$ cat src/rtl/mode_tick_ctrl_if.sv
// Signal bundle between the turn-signal mode controller and the board/pattern side.
// No handshake: buttons are raw levels; tick and mode_reset are single-cycle strobes with no backpressure.
interface mode_tick_ctrl_if;
    logic       btn_left;
    logic       btn_right;
    logic       btn_hazard;
    logic [1:0] mode;
    logic       en_left;
    logic       en_right;
    logic       en_hazard;
    logic       tick;
    logic       mode_reset;

    modport master (
        output btn_left, btn_right, btn_hazard,
        input  mode, en_left, en_right, en_hazard, tick, mode_reset
    );

    modport slave (
        input  btn_left, btn_right, btn_hazard,
        output mode, en_left, en_right, en_hazard, tick, mode_reset
    );
endinterface

$ cat src/rtl/mode_tick_ctrl.sv
// Turn-signal mode controller: debounced buttons drive an OFF/LEFT/RIGHT/HAZARD mode FSM,
// plus the shared step tick that restarts on every mode change.
module mode_tick_ctrl #(
    parameter int TICK_DIV   = 12_500_000,
    parameter int DEB_CYCLES = 1_250_000
) (
    input logic            clk,
    input logic            reset,
    mode_tick_ctrl_if.slave bus
);
    typedef enum logic [1:0] {
        MODE_OFF    = 2'b00,
        MODE_LEFT   = 2'b01,
        MODE_RIGHT  = 2'b10,
        MODE_HAZARD = 2'b11
    } mode_t;

    localparam int DW = (DEB_CYCLES > 1) ? $clog2(DEB_CYCLES) : 1;
    localparam int TW = $clog2(TICK_DIV);
    localparam logic [DW-1:0] DEB_LAST  = DW'(DEB_CYCLES - 1);
    localparam logic [TW-1:0] TICK_LAST = TW'(TICK_DIV - 1);

    // Bit order everywhere: [0] left, [1] right, [2] hazard
    logic [2:0]    btn_raw;
    logic [2:0]    sync1;
    logic [2:0]    sync2;
    logic [2:0]    stable;
    logic [2:0]    stable_d;
    logic [2:0]    press;
    logic [DW-1:0] deb_cnt [3];

    mode_t         mode_q;
    mode_t         mode_next;
    logic          mode_reset_q;
    logic          en_left_q;
    logic          en_right_q;
    logic          en_hazard_q;
    logic [TW-1:0] tick_cnt;

    assign btn_raw = {bus.btn_hazard, bus.btn_right, bus.btn_left};

    always_ff @(posedge clk or posedge reset) begin
        if (reset) begin
            sync1 <= '0;
            sync2 <= '0;
        end else begin
            sync1 <= btn_raw;
            sync2 <= sync1;
        end
    end

    // A level is accepted only after DEB_CYCLES consecutive cycles of disagreement
    always_ff @(posedge clk or posedge reset) begin
        if (reset) begin
            stable   <= '0;
            stable_d <= '0;
            for (int i = 0; i < 3; i++) deb_cnt[i] <= '0;
        end else begin
            stable_d <= stable;
            for (int i = 0; i < 3; i++) begin
                if (sync2[i] == stable[i]) begin
                    deb_cnt[i] <= '0;
                end else if (deb_cnt[i] == DEB_LAST) begin
                    stable[i]  <= sync2[i];
                    deb_cnt[i] <= '0;
                end else begin
                    deb_cnt[i] <= deb_cnt[i] + DW'(1);
                end
            end
        end
    end

    assign press = stable & ~stable_d;

    always_ff @(posedge clk or posedge reset) begin
        if (reset) begin
            mode_q       <= MODE_OFF;
            mode_reset_q <= 1'b0;
            en_left_q    <= 1'b0;
            en_right_q   <= 1'b0;
            en_hazard_q  <= 1'b0;
        end else begin
            mode_q       <= mode_next;
            mode_reset_q <= (mode_next != mode_q);
            en_left_q    <= (mode_next == MODE_LEFT);
            en_right_q   <= (mode_next == MODE_RIGHT);
            en_hazard_q  <= (mode_next == MODE_HAZARD);
        end
    end

    // Hazard wins; a simultaneous left+right press cancels out
    always_comb begin
        mode_next = mode_q;
        if (press[2]) begin
            mode_next = (mode_q == MODE_HAZARD) ? MODE_OFF : MODE_HAZARD;
        end else if (press[0] && !press[1]) begin
            case (mode_q)
                MODE_LEFT:   mode_next = MODE_OFF;
                MODE_HAZARD: mode_next = MODE_HAZARD;
                default:     mode_next = MODE_LEFT;
            endcase
        end else if (press[1] && !press[0]) begin
            case (mode_q)
                MODE_RIGHT:  mode_next = MODE_OFF;
                MODE_HAZARD: mode_next = MODE_HAZARD;
                default:     mode_next = MODE_RIGHT;
            endcase
        end
    end

    // Clearing on mode_reset puts the first tick exactly TICK_DIV cycles after it
    always_ff @(posedge clk or posedge reset) begin
        if (reset) begin
            tick_cnt <= '0;
        end else if (mode_reset_q || tick_cnt == TICK_LAST) begin
            tick_cnt <= '0;
        end else begin
            tick_cnt <= tick_cnt + TW'(1);
        end
    end

    assign bus.tick       = (tick_cnt == TICK_LAST) && (mode_q != MODE_OFF) && !mode_reset_q;
    assign bus.mode       = mode_q;
    assign bus.mode_reset = mode_reset_q;
    assign bus.en_left    = en_left_q;
    assign bus.en_right   = en_right_q;
    assign bus.en_hazard  = en_hazard_q;
endmodule
$ cat src/flat_wrapper.sv
// flat-port wrapper written by rule: the top's interface ports become plain ports
module mode_tick_ctrl_flat 
#(
    parameter int TICK_DIV   = 12_500_000,
    parameter int DEB_CYCLES = 1_250_000
)
  (clk, reset, bus_btn_left, bus_btn_right, bus_btn_hazard, bus_mode, bus_en_left, bus_en_right, bus_en_hazard, bus_tick, bus_mode_reset);
  mode_tick_ctrl_if bus_i ();
  input logic clk;
  input logic reset;
  input wire logic [$bits(bus_i.btn_left)-1:0] bus_btn_left;
  input wire logic [$bits(bus_i.btn_right)-1:0] bus_btn_right;
  input wire logic [$bits(bus_i.btn_hazard)-1:0] bus_btn_hazard;
  output wire logic [$bits(bus_i.mode)-1:0] bus_mode;
  output wire logic [$bits(bus_i.en_left)-1:0] bus_en_left;
  output wire logic [$bits(bus_i.en_right)-1:0] bus_en_right;
  output wire logic [$bits(bus_i.en_hazard)-1:0] bus_en_hazard;
  output wire logic [$bits(bus_i.tick)-1:0] bus_tick;
  output wire logic [$bits(bus_i.mode_reset)-1:0] bus_mode_reset;
  assign bus_i.btn_left = bus_btn_left;
  assign bus_i.btn_right = bus_btn_right;
  assign bus_i.btn_hazard = bus_btn_hazard;
  assign bus_mode = bus_i.mode;
  assign bus_en_left = bus_i.en_left;
  assign bus_en_right = bus_i.en_right;
  assign bus_en_hazard = bus_i.en_hazard;
  assign bus_tick = bus_i.tick;
  assign bus_mode_reset = bus_i.mode_reset;
  mode_tick_ctrl #(.TICK_DIV(TICK_DIV), .DEB_CYCLES(DEB_CYCLES)) u_core (.clk(clk), .reset(reset), .bus(bus_i));
endmodule
$ cat config.mk
export PLATFORM = sky130hd
export DESIGN_NAME = mode_tick_ctrl_flat
export DESIGN_NICKNAME = d
export VERILOG_FILES = /design/src/rtl/mode_tick_ctrl_if.sv /design/src/rtl/mode_tick_ctrl.sv /design/src/flat_wrapper.sv
export SDC_FILE = /design/constraint.sdc
export NUM_CORES = 1
export LEC_CHECK = 0
export CAP_MARGIN = 5
export CORE_ASPECT_RATIO = 0.5
export CORE_MARGIN = 3
export CORE_UTILIZATION = 31
export CTS_CLUSTER_DIAMETER = 60
export DETAILED_ROUTE_END_ITERATION = 8
export REMOVE_ABC_BUFFERS = 1
export SKIP_CTS_REPAIR_TIMING = 1
export SLEW_MARGIN = 30
export SYNTH_ARGS = -nofsm -noshare
export SYNTH_HDL_FRONTEND = slang
export SYNTH_SLANG_ARGS = --single-unit
$ cat constraint.sdc
create_clock -name clk -period 6.2 [get_ports clk]
set_input_delay 0.62 -clock clk [delete_from_list [all_inputs] [get_ports clk]]
set_output_delay 0.62 -clock clk [all_outputs]
set_load 0.03 [all_outputs]
Yosys cells after proc, flatten, opt, wreduce, memory -nomap -nowiden
Cells that the tools add are included.
W data, S select, Z words.
{"block": "totals", "reg_bits": 105, "inputBits": 5, "output_inout_bits": 7}
{"block": "classes", "add_sub_neg": 4, "eq_ne": 14, "muxes": 13, "n_bitwise": 5, "n_reduce_logical": 12}
{"cell": "$mux W21", "count": 6}
{"cell": "$add A21 B1 Y21 const B", "count": 3}
{"cell": "$eq A21 B21 Y1 const B", "count": 3}
{"cell": "$add A24 B1 Y24 const B", "count": 1}
{"cell": "$eq A24 B24 Y1 const B", "count": 1}
{"cell": "$mux W24", "count": 1}
{"cell": "$eq A2 B2 Y1 const B", "count": 4}
{"cell": "$mux W2", "count": 4}
{"cell": "$pmux W2 S2", "count": 2}
{"cell": "$reduce_and A2 Y1", "count": 3}
{"cell": "$eq A2 B1 Y1 const B", "count": 2}
{"cell": "$logic_and A1 B1 Y1", "count": 4}
{"cell": "$and A3 B3 Y3", "count": 1}
{"cell": "$eq A1 B1 Y1", "count": 3}
{"cell": "$logic_not A1 Y1", "count": 3}
{"cell": "$not A1 Y1", "count": 3}
{"cell": "$not A3 Y3", "count": 1}
{"cell": "$ne A2 B2 Y1", "count": 1}
{"cell": "$reduce_bool A2 Y1", "count": 1}
{"cell": "$logic_or A1 B1 Y1", "count": 1}

Depth between registers and ports, before layout
Gate-level depths: netlist of the first run.
{"block": "depth", "ltp_word": 8, "depth_mapped": 6, "mapped_depth_nobuf": 5}

Least setup slack after synthesis of the first run
OpenSTA, ideal clock, no wires.
{"block": "synth_path", "kind": "reg-to-output", "start": "register u_core.tick_cnt[0]", "end": "output bus_tick", "arrival_time_ns": 1.774, "required_time_ns": 5.580, "path_slack_ns": 3.806, "stages_incl_launch_ff": 6, "path_buffers": 0, "path_cell_list": "dfrtp_1 > ha_1 > and4_1 > and4_1 > nand4_1 > nor3_1"}
{"block": "synth_between", "elab_chain_len": 3}
{"item": "start: declaration", "line": "mode_tick_ctrl.sv:38", "rtl": "logic [TW-1:0] tick_cnt;"}
{"item": "start signal: assignment", "line": "mode_tick_ctrl.sv:118", "rtl": "tick_cnt <= tick_cnt + TW'(1);"}
{"item": "$eq A24 B24 Y1", "line": "mode_tick_ctrl.sv:122", "rtl": "assign bus.tick = (tick_cnt == TICK_LAST) && (mode_q != MODE_OFF) && !mode_reset_q;"}
{"item": "$logic_and A1 B1 Y1 (2 in series)", "line": "mode_tick_ctrl.sv:122"}
{"item": "end: declaration", "line": "flat_wrapper.sv:18", "rtl": "output wire logic [$bits(bus_i.tick)-1:0] bus_tick;"}
No other way between the ends.

Worst setup path in the final report of the first run
Same ends and word-level chain as after synthesis.

==> flow_metrics.py, run 1 <==
metrics = {
    "outcome": {
        "status": "completed",
    },
    "floorplan": {
        "die_h_um": 96.6,
        "die_w_um": 187,
        "start_util_pct": 32.3,
        "core_area_um2": 15700,
        "fp-row-count": 32,
        "ios": 12,
        "dieArea_um2": 18100,
    },
    "global_routing": {
        "grt_util_all_layers_pct": 11.1,
        "grt_max_degree": 72,
        "grt_pass1_vias": 3673,
        "grt_remaining_overflow": 0,
        "grt_first_pass_wirelength_um": 16800,
        "antenna_found_initial": 0,
    },
    "setup_path": {
        "cpMaxStageDelayCell": "clkdlybuf4s50_1",
        "critPathMaxFanout": 5,
        "start_kind": "flop",
        "crit_path_frequent_cell": "and4_1",
        "end_kind": "primary output",
        "max_stage_delay_ns": 0.70,
        "crit_family": "simple AND/OR/NAND/NOR gates",
        "crit_buf_inv": 1,
        "path_cells": "ha_1, and4_1, and4_1, nand4_1, nor3_1, clkdlybuf4s50_1",
        "required_ns": 5.58,
        "setup.worst_path.class": "reg -> out",
        "cp_data_arrival_time_ns": 2.43,
    },
    "sta": {
        "worst_clock_skew_ns": 0.00693,
        "fmax_mhz": 328,
        "setup_violations": 0,
        "relSlewSlack_pct": 39.7,
        "fin_crit_ns": 3.05,
        "drv_slew": 0,
        "finalSetupTns_ns": 0,
        "final_hold_viol_count": 0,
        "rsz0062_at_grt": "false",
        "worstMarginPinSlew_ns": 0.894,
        "finalCritPeriodShare_pct": 49.2,
    },
    "power_and_ir_drop": {
        "p_leak_uw": 0.00232,
        "p_per_area_nw_per_um2": 223,
        "finalPower_uw": 1280,
        "irDropWorstVdd_mv": 0.123,
    },
    "clock_tree": {
        "cts_tree": "done",
        "cts-buffers-inserted": 9,
        "clock_latency_ns": 0.34,
        "clk_pin_slew_worst_paths_ns": 0.07,
        "cts-htree-levels": 3,
        "clk_path_buf_depth": 2,
        "clock_sinks": 105,
        "cts-root-buf": "clkbuf_16",
    },
    "place": {
        "place_congestion": 0.792,
        "port_buffers": 11,
        "placed_area_um2": 5460,
        "dp_hpwl_um": 6320,
        "dp_cells": 731,
    },
    "synthesis": {
        "synth_edf_count": 0,
        "ys_seq_elements": 105,
        "postSynthAreaPerCell_um2": 9.87,
        "synth_warnings": 0,
        "syn_area_um2": 5080,
        "yosysSeqAreaShare_pct": 51.7,
        "yosysUniqueCellTypes": 38,
        "synth_area_leaders": "dfrtp_1 (52%), xor2_1 (5.5%), nor2_1 (4.6%)",
        "synth_top_area_share_pct": 51.7,
        "synth_common_cells": "dfrtp_1 (105), nor2_1 (62), a21oi_1 (33)",
        "synth_most_common_cell": "dfrtp_1",
        "async_flop_share_pct": 100,
        "ys.flop_type": "dfrtp_1",
        "netlist_instances": 515,
        "synth_area_leader_cell": "dfrtp_1",
    },
    "final_layout": {
        "fin_cells": 747,
        "final_util_pct": 36.5,
        "num-nets-final": 530,
        "finalInstanceArea_um2": 5750,
        "drive_gt1_share_pct": 6.08,
        "diodes": 0,
        "syn_to_final_growth_pct": 13.1,
    },
    "routing": {
        "m1WireLength_um": 4750,
        "highest_layer": "met4",
        "drtIter0Drc": 187,
        "drtAntennaViolNets": 0,
        "finalWirelength_um": 9430,
        "dr_wl_met3_um": 227,
        "routedWlPerCell_um": 12.6,
        "remaining_drc_errors": 0,
        "dr_wl_met2_um": 4300,
        "via_per_inst": 5.01,
        "first_pass_iters": 4,
        "vias": 3741,
    },
    "flow_run": {
        "maxCapViolations": 0,
    },
    "min_path": {
        "hp-class": "reg -> reg",
    },
}
==> cell families (layout without fill, tap and decap cells) <==
kind of cell	count (synthesis)	after routing	share of synthesized area (%)
AOI/OAI and AO/OA	75	75	8.83
xor gates and xnor gates	53	53	9.13
adders and majority gates	4	4	0.984
buffers and inverters	35	46	2.63
DFF	105	105	51.7
muxes	3	3	0.664
and+or+nand+nor	240	240	26.1
==> flip-flops by register name, indices dropped and copies added (netlist names) <==
name / flops
u_core.bus.en_hazard: 1
u_core.bus.en_left: 1
u_core.bus.en_right: 1
u_core.bus.mode: 2
u_core.bus.mode_reset: 1
u_core.deb_cnt: 63
u_core.stable: 3
u_core.stable_d: 3
u_core.sync1: 3
u_core.sync2: 3
u_core.tick_cnt: 24
==> area by class of cell <==
cell class	instances	area, um^2
fill	1546	9980
sequential	105	2630
multi-input combinational	375	2350
tap	221	277
clock buffer	10	239
timing repair buffer	15	144
inverter	15	58.8
clock inverter	6	50.0
==> layer usage <==
metal / up-vias / global-route usage (%)
met5: - / 0
met4: 0 / 3.90
li1: 1877 / -
met1: 1805 / 13.9
met2: 43 / 19.2
met3: 16 / 2.52
==> cells in the final DEF, fill, tap and decap left out, drive strengths merged, types with 17 or more instances in the layout <==
master and instances:
o31ai 17, dfrtp 105, nor2 62, nand3 24
xor2 32, a21oi 33, or4 20, xnor2 21
nand4 29, inv 18, nand2 31
==> report_power, final <==
group | switching, uW | internal (uW)
clock network | 260 | 289
logic | 24.1 | 10.2
registers | 5.51 | 691
==> per-stage QoR <==
stage | hold WS, ns | worst slack (ns)
6_report | 0.351 | 3.15
5_1_grt | 0.360 | 2.99
4_1_cts | 0.353 | 3.13
3_5_place_dp | 0.335 | 3.51
3_3_place_gp | 0.335 | 3.53
2_1_floorplan | 0.331 | 2.82
==> path summary, 6_finish.rpt <==
path / from / endpoint / slack [ns] / depth (start not counted)
max: u_core.tick_cnt[0] / bus_tick / 3.15 / 6
max in group asynchronous: reset / u_core.deb_cnt[47] / 4.61 / 3
min in group asynchronous: reset / u_core.tick_cnt[3] / 0.63 / 2
max reg2reg: u_core.deb_cnt[21] / u_core.deb_cnt[26] / 3.80 / 6
min reg2reg: u_core.sync1[2] / u_core.sync2[2] / 0.35 / 0
min: u_core.sync1[2] / u_core.sync2[2] / 0.35 / 0
(Power assumes the default switching activity.)
==> run 2, diff against run 1 <==
==> constraint.sdc (replaced) <==
create_clock -name clk -period 2.9 [get_ports clk]
set_input_delay 0.29 -clock clk [delete_from_list [all_inputs] [get_ports clk]]
set_output_delay 0.29 -clock clk [all_outputs]
set_load 0.03 [all_outputs]
==> flow_metrics.py, run 2 (synthesis gave the netlist of run 1 again) <==
metrics = {
    "routing": {
        "remaining_drc_errors": 0,
        "drtAntennaViolNets": 0,
        "via_per_inst": 5.08,
        "finalWirelength_um": 10100,
        "vias": 3820,
        "routedWlPerCell_um": 13.5,
        "drtIter0Drc": 288,
        "first_pass_iters": 4,
    },
    "global_routing": {
        "grt_util_all_layers_pct": 11.8,
        "grt_max_degree": 63,
        "antenna_found_initial": 0,
        "grt_pass1_vias": 3698,
        "grt_first_pass_wirelength_um": 17600,
        "grt_remaining_overflow": 0,
    },
    "sta": {
        "setup_slack_ns": 0.551,
        "setup_violations": 0,
        "final_hold_viol_count": 0,
        "rsz0062_at_grt": "false",
        "drv_slew": 0,
        "worst_clock_skew_ns": 0.00934,
        "relSlewSlack_pct": 49.1,
        "worstMarginPinSlew_ns": 0.764,
        "fmax_mhz": 426,
        "fin_crit_ns": 2.35,
        "finalCritPeriodShare_pct": 81.0,
    },
    "clock_tree": {
        "clock_latency_ns": 0.35,
        "clk_pin_slew_worst_paths_ns": 0.08,
        "cts-htree-levels": 3,
        "clock_sinks": 105,
        "cts-root-buf": "clkbuf_16",
        "cts-buffers-inserted": 9,
        "cts_tree": "done",
        "clk_path_buf_depth": 2,
    },
    "setup_path": {
        "cp_data_arrival_time_ns": 2.06,
        "r2r-end": "u_core.tick_cnt[22]",
        "r2r_cells": 5,
        "end_kind": "primary output",
        "reg2reg_from": "u_core.tick_cnt[0]",
        "critPathMaxFanout": 5,
        "rrSetupSlack_ns": 0.69,
        "start_kind": "flop",
        "crit_start": "u_core.tick_cnt[0]",
        "critical_path.endpoint": "bus_tick",
        "setup.worst_path.class": "reg -> out",
        "required_ns": 2.61,
    },
    "power_and_ir_drop": {
        "p_per_area_nw_per_um2": 489,
        "irDropWorstVdd_mv": 0.248,
        "seqPwrFrac_pct": 52.6,
        "combPwrFrac_pct": 2.8,
        "power.share.clock_pct": 44.6,
        "sw_frac_of_total_pct": 22.7,
        "p_switching_uw": 643,
        "power.internal_uw": 2190,
        "p_leak_uw": 0.00235,
    },
    "final_layout": {
        "final_common_cell": "dfrtp_1",
        "regMostFlops": "u_core.deb_cnt",
        "diodes": 0,
        "final_util_pct": 36.8,
        "num-nets-final": 535,
        "fin_cells": 752,
        "largest_reg_flops": 63,
        "final_cell_mix": "dfrtp_1 (105), nor2_1 (62), a21oi_1 (33)",
        "largestRegisters": "u_core.deb_cnt: 63 flops, u_core.tick_cnt: 24 flops",
        "syn_to_final_growth_pct": 14.0,
        "drive_gt1_share_pct": 6.97,
    },
    "floorplan": {
        "fp-row-count": 32,
        "dieArea_um2": 18100,
        "ios": 12,
        "die_h_um": 96.6,
        "core_area_um2": 15700,
        "start_util_pct": 32.3,
        "die_w_um": 187,
    },
    "place": {
        "dp_hpwl_um": 6840,
        "place_congestion": 0.778,
        "dpl_worst_slack_ns": 0.539,
        "dp_cells": 736,
        "port_buffers": 11,
    },
    "min_path": {
        "hp-class": "reg -> reg",
        "holdPathStages": 0,
    },
    "outcome": {
        "status": "completed",
    },
    "flow_run": {
        "maxCapViolations": 0,
    },
}
-- run 2: worst min-delay path by stage --
stage	slack (ns)	startpoint	endpoint
after CTS	0.36	u_core.sync1[1]	u_core.sync2[1]
after detailed placement	0.34	u_core.sync1[1]	u_core.sync2[1]
after floorplan	0.32	bus_btn_left	u_core.sync1[0]
after global routing	0.35	bus_btn_hazard	u_core.sync1[2]
after global placement	0.33	u_core.sync1[2]	u_core.sync2[2]
final	0.36	u_core.sync1[2]	u_core.sync2[2]
-- run 2: cell type report --
class	instances	area, um^2
Sequential cell	105	2630
Tap cell	221	277
Fill cell	1546	9940
Clock inverter	7	83.8
Clock buffer	9	225
Multi-Input combinational cell	375	2340
Timing Repair Buffer	20	180
Inverter	15	58.8
-- run 2: routing by layer --
layer / GRT usage (%) / wire, um
met4: 3.39 / 81
met2: 20.1 / 4760
met3: 3.06 / 235
met1: 15.0 / 5050
met5: 0 / 0
-- run 2: power groups by stage --
stage / Sequential (uW) / Combinational, uW / Clock, uW
2_1_floorplan: 1520 / 47.6 / 0
3_3_place_gp: 1520 / 80.3 / 0
3_5_place_dp: 1520 / 80.9 / 0
4_1_cts: 1490 / 82.4 / 1310
5_1_grt: 1490 / 91.9 / 1380
6_report: 1490 / 78.1 / 1260
-- run 2: critical path, cell delays in order, from the launching register on --
cell	delay [ns]
dfrtp_1	0.42
ha_1	0.25
and4_1	0.23
and4_1	0.20
nand4_1	0.13
nor3_1	0.18
dlymetal6s2s_1	0.31
-- run 2: through the flow --
step | total power (uW) | instance area (um^2) | setup TNS (ns) | hold slack (ns)
after floorplan | 1560 | 5010 | -16.41 | 0.321
after global placement | 1600 | 5480 | 0 | 0.333
after detailed placement | 1600 | 5480 | 0 | 0.338
after CTS | 2880 | 5790 | 0 | 0.356
after global routing | 2960 | 5800 | 0 | 0.352
final | 2830 | 5800 | 0 | 0.356
